**src/rtl/mux_sync_pkg.sv**
```systemverilog
// rtl/mux_sync_pkg.sv - shared types and limits for the mux_sync_rx receiver
package mux_sync_pkg;

   typedef enum logic {
      IDLE = 1'b0,
      HOLD = 1'b1
   } rx_state_t;

   localparam int SYNC_STAGES_MIN = 2;
   localparam int SYNC_STAGES_MAX = 4;

endpackage

```
**src/rtl/mux_sync_ch.sv**
```systemverilog
// rtl/mux_sync_ch.sv - one receive channel: req sync, edge detect, capture FSM, ack toggle; MUX_SYNC_RX_ERR_EN adds overrun flag
module mux_sync_ch
   import mux_sync_pkg::*;
#(
   parameter int DATA_W      = 16,
   parameter int SYNC_STAGES = 2
) (
   input  logic              clk_dst,
   input  logic              rst_dst_n,
   input  logic              req_toggle,
   input  logic [DATA_W-1:0] data_in,
   output logic [DATA_W-1:0] out_data,
   output logic              out_valid,
   input  logic              out_ready,
   output logic              ack_toggle,
   input  logic              err_clr,
   output logic              err_overrun
);

   generate
      if (SYNC_STAGES < SYNC_STAGES_MIN || SYNC_STAGES > SYNC_STAGES_MAX) begin : g_bad_depth
         $error("mux_sync_ch: SYNC_STAGES must be within 2..4");
      end
   endgenerate

   logic [SYNC_STAGES-1:0] sync_q;
   logic                   hist_q;
   logic                   req_edge;
   rx_state_t              state;

   // a level change on the last synchroniser stage is one new word
   assign req_edge = sync_q[SYNC_STAGES-1] ^ hist_q;

   // resynchronise the request, then capture on an edge and hand back an ack once consumed
   always_ff @(posedge clk_dst) begin
      if (!rst_dst_n) begin
         sync_q     <= '0;
         hist_q     <= 1'b0;
         state      <= IDLE;
         out_valid  <= 1'b0;
         out_data   <= '0;
         ack_toggle <= 1'b0;
      end else begin
         sync_q <= {sync_q[SYNC_STAGES-2:0], req_toggle};
         hist_q <= sync_q[SYNC_STAGES-1];
         case (state)
            IDLE: begin
               if (req_edge) begin
                  out_data  <= data_in;
                  out_valid <= 1'b1;
                  state     <= HOLD;
               end
            end
            HOLD: begin
               // an edge seen here is never recaptured; the held word stays put
               if (out_ready) begin
                  out_valid  <= 1'b0;
                  ack_toggle <= ~ack_toggle;
                  state      <= IDLE;
               end
            end
            default: state <= IDLE;
         endcase
      end
   end

`ifdef MUX_SYNC_RX_ERR_EN
   // sticky overrun: source toggled again before our ack; a new overrun beats a clear
   always_ff @(posedge clk_dst) begin
      if (!rst_dst_n) begin
         err_overrun <= 1'b0;
      end else if (req_edge && (state == HOLD)) begin
         err_overrun <= 1'b1;
      end else if (err_clr) begin
         err_overrun <= 1'b0;
      end
   end
`else
   logic unused_err_clr;
   assign unused_err_clr = err_clr;
   assign err_overrun    = 1'b0;
`endif

endmodule

```
**src/rtl/mux_sync_rx.sv**
```systemverilog
// rtl/mux_sync_rx.sv - NUM_CH-channel toggle-handshake CDC receiver top; MUX_SYNC_RX_ERR_EN enables overrun detection
module mux_sync_rx
   import mux_sync_pkg::*;
#(
   parameter int NUM_CH      = 2,
   parameter int DATA_W      = 16,
   parameter int SYNC_STAGES = 2
) (
   input  logic                     clk_dst,
   input  logic                     rst_dst_n,
   input  logic [NUM_CH-1:0]        req_toggle,
   input  logic [NUM_CH*DATA_W-1:0] data_in,
   output logic [NUM_CH*DATA_W-1:0] out_data,
   output logic [NUM_CH-1:0]        out_valid,
   input  logic [NUM_CH-1:0]        out_ready,
   output logic [NUM_CH-1:0]        ack_toggle,
   input  logic                     err_clr,
   output logic [NUM_CH-1:0]        err_overrun
);

   generate
      for (genvar c = 0; c < NUM_CH; c++) begin : g_ch
         mux_sync_ch #(
            .DATA_W      (DATA_W),
            .SYNC_STAGES (SYNC_STAGES)
         ) u_ch (
            .clk_dst     (clk_dst),
            .rst_dst_n   (rst_dst_n),
            .req_toggle  (req_toggle[c]),
            .data_in     (data_in[c*DATA_W +: DATA_W]),
            .out_data    (out_data[c*DATA_W +: DATA_W]),
            .out_valid   (out_valid[c]),
            .out_ready   (out_ready[c]),
            .ack_toggle  (ack_toggle[c]),
            .err_clr     (err_clr),
            .err_overrun (err_overrun[c])
         );
      end
   endgenerate

endmodule

```
**config.mk**
```make
export PLATFORM = sky130hd
export DESIGN_NAME = mux_sync_rx
export DESIGN_NICKNAME = d
export VERILOG_FILES = /design/src/rtl/mux_sync_pkg.sv /design/src/rtl/mux_sync_ch.sv /design/src/rtl/mux_sync_rx.sv
export SDC_FILE = /design/constraint.sdc
export NUM_CORES = 1
export LEC_CHECK = 0
export ABC_AREA = 1
export CORE_MARGIN = 2
export CORE_UTILIZATION = 48
export DETAILED_ROUTE_END_ITERATION = 7
export GPL_TIMING_DRIVEN = 0
export PLACE_DENSITY = 0.88
export SETUP_SLACK_MARGIN = 0.1
export SLEW_MARGIN = 40
export SYNTH_ARGS = -nofsm -noshare
export SYNTH_HDL_FRONTEND = slang
export SYNTH_SLANG_ARGS = --single-unit
```
**constraint.sdc**
```tcl
create_clock -name clk_dst -period 1.7 [get_ports clk_dst]
set_clock_uncertainty 0.1 [all_clocks]
set_input_delay 0.17 -clock clk_dst [delete_from_list [all_inputs] [get_ports clk_dst]]
set_output_delay 0.17 -clock clk_dst [all_outputs]
set_load 0.02 [all_outputs]
```
# Word level (Yosys, flattened, before mapping)
# Cells that the tools add are included.
[word_totals] n_memories=0 word_cells=40 register_bits=44 ramBits=0 rom_bits=0 inputBits=39 output_inout_bits=38 latch_bits=0
[classes] magnitude_cmp=0 n_eq_ne=4 mux=12 n_div=0 mul=0 shift=0 n_reduce_logical=6 bitwise_logic=6 addsub=0
[op_table] op="$reduce_and A2 Y1" count=6
[op_table] op="$mux W1" count=8
[op_table] op="$pmux W1 S2" count=4
[op_table] op="$ne A2 B1 Y1 const B" count=2
[op_table] op="$ne A2 B2 Y1 const B" count=2
[op_table] op="$not A1 Y1" count=4
[op_table] op="$xor A1 B1 Y1" count=2

# Depth between registers and ports, before layout
# Gate-level depths: netlist of the first run.
[depth] depth_word=3 depth_mapped=7 mapped_depth_nobuf=6

# Modules after synthesis
# From an unflattened synthesis of the first run, not the netlist that was laid out.
[unflattened] cells_unflattened=330 hier_area_um2=2122.0
[modules_own_cells] mod="mux_sync_ch" instances=2 area_each_um2=1061.0 cells_per_inst=165 seq_area_each_um2=440.4

# Worst setup path after synthesis of the first run
# No wires, ideal clock.
[synth_timing] path_kind="register -> register" start="register g_ch[0].u_ch.sync_q[1]" end="register g_ch[0].u_ch.out_data[1]" setup_slack_ns=0.629 required_ns=1.490 synth_period_minus_slack_ns=1.071 path_stages_with_launch=7 arrival_time_ns=0.861 setup_ns=0.110 path_cell_list="dfxtp_1 -> inv_2 -> nand2_4 -> buf_2 -> nand4_1 -> nand2_1 -> nor2_1"
[synth_between] elab_chain_len=2
[synth_lines] element="from (decl)" line="mux_sync_ch.sv:26" rtl="logic [SYNC_STAGES-1:0] sync_q;"
[synth_lines] element="from (signal assigned)" line="mux_sync_ch.sv:44" rtl="sync_q <= {sync_q[SYNC_STAGES-2:0], req_toggle};"
[synth_lines] element="$xor A1 B1 Y1" line="mux_sync_ch.sv:32" rtl="assign req_edge = sync_q[SYNC_STAGES-1] ^ hist_q;"
[synth_lines] element="$reduce_and A2 Y1 (no source line)"
[synth_lines] element="to (signal assigned)" line="mux_sync_ch.sv:49" rtl="out_data <= data_in;"
[synth_lines] element="to (decl)" line="mux_sync_ch.sv:12" rtl="output logic [DATA_W-1:0] out_data,"
# No other way between the ends.
# A chain may end at the register's enable or synchronous reset.

# Worst setup path after layout of the first run
[layout_timing] start="register g_ch[0].u_ch.out_data[10]" end="output out_data[10]"
[layout_lines] element="to (decl)" line="mux_sync_rx.sv:13" rtl="output logic [NUM_CH*DATA_W-1:0] out_data,"
# No word-level cell between the ends.

==> results of run 1 <==
[metal layers]
layer / wire length, um / vias to the layer above / GRT usage [%] / share of wire (%)
met5: 0 / - / 0 / 0
met4: 73 / 0 / 6.08 / 1.6
met3: 185 / 6 / 4.56 / 4.0
met2: 2380 / 47 / 34.9 / 52
met1: 1940 / 936 / 21.6 / 42
li1: - / 1104 / - / -
[Yosys cell counts (all sizes together)]
library cell / number
buf: 16
clkbuf: 3
nand2: 82
o21ai: 2
nor2: 32
dfxtp: 44
nand4: 32
nand3: 4
a21oi: 4
conb: 1
inv: 114
[worst max-delay path by stage]
stage | startpoint | end | cells after the start
after floorplan | g_ch[0].u_ch.sync_q[1] | g_ch[0].u_ch.out_data[1] | 6
after global placement | g_ch[1].u_ch.ack_toggle | ack_toggle[1] | 2
after detailed placement | g_ch[0].u_ch.ack_toggle | ack_toggle[0] | 2
after CTS | g_ch[0].u_ch.out_valid | out_valid[0] | 2
after global routing | g_ch[0].u_ch.out_data[4] | out_data[4] | 1
final | g_ch[0].u_ch.out_data[10] | out_data[10] | 1
[power breakdown]
group	internal [mW]	total, mW	switching (mW)
sequential	1.10	1.14	0.0359
combinational	0.273	0.562	0.289
clock	0.324	0.660	0.336
total	1.70	2.36	0.660
[final cells by class]
cell class | count | area, um^2 | area share [%]
inverters | 114 | 428 | 14.1
well taps | 52 | 65.1 | 2.14
plain buffers | 19 | 119 | 3.92
clock buffers | 6 | 82.6 | 2.72
repair buffers | 72 | 719 | 23.7
clock inverters | 2 | 10.0 | 0.330
flip-flops and latches | 44 | 881 | 29.0
multi-input cells | 158 | 731 | 24.1
[timing repair]
action | 4_1_cts | 5_1_grt
gates cloned | 0 | 0
setup endpoints to repair | 3 | 1
resized for setup | 3 | 1
[registers in the layout, indices dropped and copies added (netlist names)]
name,cells
g_ch.u_ch.sync_q,4
g_ch.u_ch.out_valid,2
g_ch.u_ch.ack_toggle,2
g_ch.u_ch.out_data,32
g_ch.u_ch.hist_q,2
g_ch.u_ch.state,2
[logic make-up (layout without fill, tap and decap cells)]
| kind of cell | count (synthesis) | in the layout | synth area share [%] |
|---|---|---|---|
| buffers and inverters | 133 | 213 | 25.4 |
| AO/OA/AOI/OAI | 6 | 6 | 1.39 |
| AND/OR/NAND/NOR | 150 | 150 | 32.2 |
| flip-flops | 44 | 44 | 40.9 |
| other | 1 | 2 | 0.174 |
==> flow_summary.json, run 1 <==
{
  "rsz0062_at_grt": "false",
  "clock-root-buffer": "clkbuf_8",
  "fin_hold_ws_ns": 0.0635,
  "crit_arrival_ns": 1.26,
  "period_needed_ns": 1.53,
  "stdcell_count": 467,
  "totalWireLength_um": 4580,
  "criticalPathCategory": "reg -> out",
  "crit_chain": "clkdlybuf4s50_1",
  "slowest_stage": "clkdlybuf4s50_1",
  "htree_levels": 2,
  "synth_area_leaders": "dfxtp_1, inv_1, nand2_1, nand4_1, nor2_1",
  "layout.nets": 453,
  "grt_max_degree": 14,
  "setup_violations": 0,
  "synth_area_um2": 2150,
  "grt_pass1_vias": 1889,
  "hold_depth": 3,
  "crit_buf_inv": 1,
  "holdCritPathClass": "in -> reg",
  "dr.pass1.iters": 4,
  "status": "completed",
  "crit_required_ns": 1.43,
  "start_kind": "register",
  "netlist_instances": 334,
  "start_util_pct": 49.8,
  "route.detailed.drc": 0,
  "cellLeakagePower_nw": 1.63,
  "avgSynthCellArea_um2": 6.45,
  "die_w_um": 71.0,
  "layout-drive-gt1-share_pct": 8.19,
  "synthDistinctLibCells": 17,
  "post-route-util_pct": 70.2,
  "critPathMaxStageDelay_ns": 0.62,
  "vdd_drop_max_uv": 518,
  "grt_usage_pct": 19.0,
  "setup_ws_ns": 0.171,
  "overflow": 0,
  "final_cell_mix": "inv_1, nand2_1, clkdlybuf4s50_1",
  "rows": 24,
  "reg2reg_to": "g_ch[0].u_ch.out_data[9]",
  "power_mw": 2.36,
  "hp-start": "rst_dst_n",
  "ff2ff_setup_slack_ns": 0.47,
  "crit_family": "buffers and inverters",
  "post_drt_via_cell_ratio": 4.48,
  "hold_buffers": 0,
  "place_hpwl_um": 3420,
  "preCtsSetupSlack_ns": 0.409,
  "post_dp_cell_area_um2": 2940,
  "first_iter_violations": 93,
  "area_growth_pct": 40.9,
  "fin_area_um2": 3040,
  "die-area_um2": 5040,
  "cts_sinks": 44,
  "final_max_slew_viol_count": 0,
  "clk_pin_slew_ns": 0.08,
  "ys_ff_latch": 44,
  "port_buffers": 72,
  "period_share_pct": 89.9,
  "hold_violations": 0,
  "fp.dieH_um": 71.0,
  "grt_pass1_wl_um": 7840,
  "timing.fmax_mhz": 654,
  "cts_made_buffers": 5,
  "setup_tns_ns": 0,
  "yosys_warnings": 0,
  "tritoncts": "done",
  "cts_buffer_depth": 2,
  "pin_count": 77,
  "antenna_found_initial": 0,
  "worstSkewPairLatency_ns": 0.28,
  "drtAntennaViolNets": 0,
  "gp_congestion": 0.792,
  "reg2regPathDepth": 5,
  "layout_commonest_cell": "inv_1",
  "placed_cells": 459,
  "r2r-start": "g_ch[0].u_ch.sync_q[1]",
  "diodes": 0,
  "synth_top_area_share_pct": 40.9,
  "holdPathEnd": "g_ch[0].u_ch.out_valid",
  "coreArea_um2": 4320,
  "wl_per_cell_um": 9.81,
  "num_vias": 2093,
  "p_per_area_nw_per_um2": 777,
  "n_fill_cell": 402,
  "crit_fanout": 2,
  "synth.yosys.seq_area_share_pct": 40.9,
  "cp-end-kind": "primary output",
  "max_cap_viol_count": 0,
  "postCtsSetupBuffers": 0,
  "yosysTopAreaCell": "dfxtp_1"
}
Power figures use the tool's default switching activity.
==> run 2, diff against run 1 <==
- GPL_TIMING_DRIVEN: 0 -> default
==> run 2 against run 1 <==
Sequential share of layout area is 1.1 points higher. Sequential power hardly changed. Register-to-register slack worse by 0.11 ns. Worst setup slack better by 0.011 ns. Count of clock-buffer cells in the layout is 1 lower. Power is 4.2% lower. Maximum frequency is 0.76% higher. Hold slack better by 0.24 ns. Sequential cell count stayed put. Combinational power is 3% lower. Non-clock buffer count is 15 lower. Via count is 2.4% lower. Largest cell class unchanged. Highest routed layer unchanged.
==> flow_summary.json, run 2 (synthesis results as in run 1) <==
{
  "status": "completed",
  "clock-root-buffer": "clkbuf_8",
  "p_per_area_nw_per_um2": 772,
  "layout_commonest_cell": "inv_1",
  "cellLeakagePower_nw": 1.53,
  "cts_sinks": 44,
  "antenna_found_initial": 0,
  "worstSkewPairLatency_ns": 0.28,
  "start_kind": "register",
  "slowest_stage": "clkdlybuf4s50_1",
  "grt_pass1_wl_um": 7820,
  "tritoncts": "done",
  "largest_reg_flops": 32,
  "wl_per_cell_um": 10.2,
  "totalWireLength_um": 4590,
  "post_drt_via_cell_ratio": 4.55,
  "holdCritPathClass": "in -> reg",
  "postCtsSetupBuffers": 0,
  "grt_usage_pct": 19.2,
  "n_fill_cell": 406,
  "grt_pass1_vias": 1882,
  "crit_chain": "clkdlybuf4s50_1",
  "crit_start": "g_ch[1].u_ch.ack_toggle",
  "largest-register": "g_ch.u_ch.out_data",
  "reg_top3": "g_ch.u_ch.out_data x32, g_ch.u_ch.sync_q x4",
  "period_share_pct": 89.2,
  "num_vias": 2043,
  "gp_congestion": 0.800,
  "final_max_slew_viol_count": 0,
  "rsz0062_at_grt": "false",
  "rows": 24,
  "area_growth_pct": 35.8,
  "place_hpwl_um": 3330,
  "crit_fanout": 2,
  "crit_family": "buffers and inverters",
  "die-area_um2": 5040,
  "final_cell_mix": "inv_1, nand2_1, clkdlybuf4s50_1",
  "hp-start": "req_toggle[0]",
  "timing.fmax_mhz": 659,
  "start_util_pct": 49.8,
  "overflow": 0,
  "cts_buffer_depth": 2,
  "fin_hold_ws_ns": 0.307,
  "max_cap_viol_count": 0,
  "critPathMaxStageDelay_ns": 0.63,
  "criticalPathCategory": "reg -> out",
  "layout.nets": 438,
  "crit_buf_inv": 1,
  "cp-end-kind": "primary output",
  "port_buffers": 73,
  "die_w_um": 71.0,
  "vdd_drop_max_uv": 493,
  "cts_resized": 0,
  "coreArea_um2": 4320,
  "drtAntennaViolNets": 0,
  "clk_pin_slew_ns": 0.08,
  "hold_buffers": 0,
  "diodes": 0,
  "cts_made_buffers": 5,
  "layout-drive-gt1-share_pct": 4.53,
  "first_iter_violations": 133,
  "pin_count": 77,
  "crit_required_ns": 1.43,
  "r2r-start": "g_ch[1].u_ch.sync_q[1]",
  "route.detailed.drc": 0,
  "hold_violations": 0,
  "period_needed_ns": 1.52,
  "crit_arrival_ns": 1.25,
  "setup_violations": 0,
  "dr.pass1.iters": 4,
  "setup_tns_ns": 0,
  "htree_levels": 2,
  "grt_max_degree": 24,
  "fp.dieH_um": 71.0
}
## run 2: cell count changes in the layout (fill, tap and decap cells not counted)
| cell | before | now |
|---|---|---|
| buf_2 | 8 | 0 |
| clkbuf_8 | 6 | 5 |
| clkdlybuf4s50_1 | 68 | 73 |
| dlymetal6s2s_1 | 1 | 0 |
| dlygate4sd2_1 | 3 | 0 |
| clkinv_2 | 2 | 0 |
| clkbuf_1 | 3 | 0 |
| buf_4 | 6 | 3 |
| buf_6 | 2 | 0 |
## run 2: worst paths after layout
check / slack, ns / end / cells past startpoint
setup / recovery: 0.18 / ack_toggle[1] / 1
hold / removal: 0.31 / g_ch[0].u_ch.sync_q[0] / 3
setup reg to reg: 0.36 / g_ch[1].u_ch.out_data[2] / 5
hold reg to reg: 0.31 / g_ch[1].u_ch.sync_q[1] / 2
## run 2: stage by stage
step / power, mW / std cells / setup slack, ns / utilization, % / cell area (um^2)
2_1_floorplan: 1.48 / 335 / 0.629 / - / 2160
3_3_place_gp: 1.69 / 444 / 0.400 / 66.1 / 2860
3_5_place_dp: 1.71 / 444 / 0.365 / 66.1 / 2860
4_1_cts: 2.28 / 449 / 0.164 / 67.7 / 2930
5_1_grt: 2.39 / 449 / 0.138 / 67.7 / 2930
6_report: 2.26 / 449 / 0.183 / 67.7 / 2930
## run 2: layout make-up
cell class / count / area (um^2) / share of cell area, %
flip-flops and latches: 44 / 881 / 30.1
multi-input cells: 158 / 731 / 25.0
well taps: 52 / 65.1 / 2.22
clock buffers: 5 / 68.8 / 2.35
inverters: 114 / 428 / 14.6
repair buffers: 76 / 753 / 25.7
## run 2: metal layers
layer  track usage (%)  vias up  wire [um]
met5                 0        -          0
met4              7.55        0         59
met3              3.70        4        191
met2              34.7       45       2380
met1              22.3      923       1960
li1                  -     1071          -
## run 2: worst register-to-register path: stages (launching register included)
cell	delay, ns
dfxtp_1	0.34
nand2_2	0.31
nand3_4	0.25
nand2_1	0.13
inv_1	0.05
nor2_1	0.09
## run 2: power breakdown
| group | internal, mW | switching [mW] | total (mW) |
|---|---|---|---|
| clock network | 0.265 | 0.312 | 0.577 |
| logic | 0.260 | 0.287 | 0.547 |
| registers | 1.10 | 0.0344 | 1.13 |
| total | 1.63 | 0.633 | 2.26 |
==> run 3, diff against run 2 <==
- PLACE_DENSITY: 0.88 -> default
- PLACE_DENSITY_LB_ADDON: default -> 0.25
- SYNTH_HIERARCHICAL: default -> 1
==> run 3 against run 2 <==
Register-to-register slack about the same. Die area decreased by 1.4%. Area after synthesis decreased by 1.5%. Non-clock buffer count shrank 2. Power grew 3.9%. Hold slack got worse by 0.011 ns. Maximum frequency decreased by 1.0%. Via count down 3.0%. Sequential share of layout area decreased by 0.22 points. Critical path type unchanged.
==> flow_summary.json, run 3 <==
{
  "status": "completed",
  "synth.yosys.seq_area_share_pct": 41.5,
  "combPwrFrac_pct": 22.9,
  "cts_resized": 0,
  "num_vias": 1982,
  "diodes": 0,
  "synth_area_leaders": "dfxtp_1, inv_1, nand2_1, nand4_1, nor2_1",
  "grt_pass1_wl_um": 7020,
  "cp-end-kind": "primary output",
  "clk_pin_slew_ns": 0.08,
  "drtAntennaViolNets": 0,
  "yosysTopAreaCell": "dfxtp_1",
  "post_drt_via_cell_ratio": 4.40,
  "first_iter_violations": 195,
  "dr.pass1.iters": 4,
  "yosysMostFrequentCell": "inv_1",
  "synthDistinctLibCells": 17,
  "start_util_pct": 49.4,
  "die-area_um2": 4970,
  "placed_cells": 442,
  "antenna_found_initial": 0,
  "avgSynthCellArea_um2": 6.43,
  "synth_area_um2": 2120,
  "max_cap_viol_count": 0,
  "p_per_area_nw_per_um2": 796,
  "crit_buf_inv": 1,
  "p_int_mw": 1.68,
  "hold_violations": 0,
  "crit_family": "buffers and inverters",
  "final_cell_mix": "inv_1, nand2_1, clkdlybuf4s50_1",
  "setup_tns_ns": 0,
  "worstSkewPairLatency_ns": 0.29,
  "area_growth_pct": 38.9,
  "grt_usage_pct": 17.6,
  "syn-num-nets": 369,
  "netlist_instances": 330,
  "crit_required_ns": 1.43,
  "cts_buffer_depth": 2,
  "yosys_warnings": 6,
  "fp.dieH_um": 70.5,
  "layout.nets": 436,
  "clock-root-buffer": "clkbuf_8",
  "preCtsSetupSlack_ns": 0.363,
  "port_buffers": 73,
  "postCtsSetupBuffers": 0,
  "synthArstFlopShare_pct": 0,
  "gp_congestion": 0.734,
  "cellLeakagePower_nw": 1.54,
  "period_needed_ns": 1.53,
  "crit_fanout": 2,
  "start_kind": "register",
  "overflow": 0,
  "totalWireLength_um": 4270,
  "synth_edf_count": 0,
  "final_max_slew_viol_count": 0,
  "slowest_stage": "clkdlybuf4s50_1",
  "largest_reg_flops": 32,
  "tritoncts": "done",
  "vdd_drop_max_uv": 570,
  "rows": 24,
  "holdCritPathClass": "in -> reg",
  "synth_top_area_share_pct": 41.5,
  "netSwitchingPower_uw": 664,
  "crit_chain": "clkdlybuf4s50_1",
  "htree_levels": 2,
  "clockPowerShare_pct": 28.7,
  "cts_sinks": 44,
  "setup_violations": 0,
  "timing.fmax_mhz": 652,
  "rsz0062_at_grt": "false",
  "wl_per_cell_um": 9.48,
  "grt_pass1_vias": 1596,
  "grt_max_degree": 45,
  "reg_top3": "g_ch.u_ch/out_data x32, g_ch.u_ch/sync_q x4",
  "period_share_pct": 90.2,
  "layout-drive-gt1-share_pct": 4.77,
  "synth_top_cells_by_count": "inv_1, nand2_1, dfxtp_1, nand4_1, nor2_1",
  "coreArea_um2": 4290,
  "criticalPathCategory": "reg -> out",
  "p_sw_share_pct": 28.3,
  "pin_count": 77,
  "layout_commonest_cell": "inv_1",
  "seqPwrFrac_pct": 48.3,
  "place_hpwl_um": 2970,
  "cts_made_buffers": 5,
  "critPathMaxStageDelay_ns": 0.61,
  "ys.flop_type": "dfxtp_1",
  "stdcell_count": 450,
  "ys_ff_latch": 44,
  "largest-register": "g_ch.u_ch/out_data",
  "die_w_um": 70.5,
  "hold_buffers": 0,
  "power_mw": 2.35,
  "crit_arrival_ns": 1.26,
  "route.detailed.drc": 0,
  "setup_ws_ns": 0.167
}
run 3: cell types whose count changed after synthesis:
cell,before,now
conb_1,1,2
buf_2,8,6
clkbuf_1,3,4
buf_4,6,2
run 3: kinds of logic (layout without fill, tap and decap cells):
group                  after synthesis  in the layout  share of synthesized area [%]
AO/OA/AOI/OAI                        6              6                           1.42
buffers and inverters              128            196                           24.1
flip-flops                          44             44                           41.5
other                                2              2                          0.354
AND/OR/NAND/NOR                    150            150                           32.7
run 3: layout make-up:
type | count | area, um^2
clock inverter | 2 | 10.0
tap | 52 | 65.1
sequential | 44 | 881
multi-input combinational | 158 | 731
inverter | 114 | 428
fill | 396 | 1350
timing repair buffer | 74 | 751
clock buffer | 6 | 82.6
run 3: power groups by stage:
stage	registers [mW]	logic (mW)	clock network (mW)
global route	1.14	0.598	0.732
detailed placement	1.16	0.542	0
CTS	1.14	0.545	0.703
global placement	1.16	0.534	0
finish	1.14	0.539	0.674
floorplan	1.23	0.235	0
run 3: layer usage:
metal,vias to the layer above,part of all wire [%],GRT usage [%]
met5,-,0,0
met1,857,47,23.0
li1,1072,-,-
met4,0,1.4,5.77
met3,5,5.1,5.05
met2,48,47,27.9
run 3: final timing paths:
kind | start | end | slack [ns] | depth (start not counted)
worst min-delay path | req_toggle[1] | g_ch[1].u_ch/sync_q[0] | 0.30 | 3
worst max register to register | g_ch[0].u_ch/sync_q[1] | g_ch[0].u_ch/out_data[0] | 0.37 | 5
worst min register to register | g_ch[1].u_ch/sync_q[0] | g_ch[1].u_ch/sync_q[1] | 0.32 | 2
worst max-delay path | g_ch[0].u_ch/out_data[6] | out_data[6] | 0.17 | 1
run 3: metrics by stage:
stage,area (um^2),hold slack [ns],util (%)
after detailed placement,2860,0.302,66.5
after floorplan,2120,0.168,-
after global routing,2950,0.311,68.6
after global placement,2860,0.293,66.5
after CTS,2950,0.286,68.6
final,2950,0.297,68.6
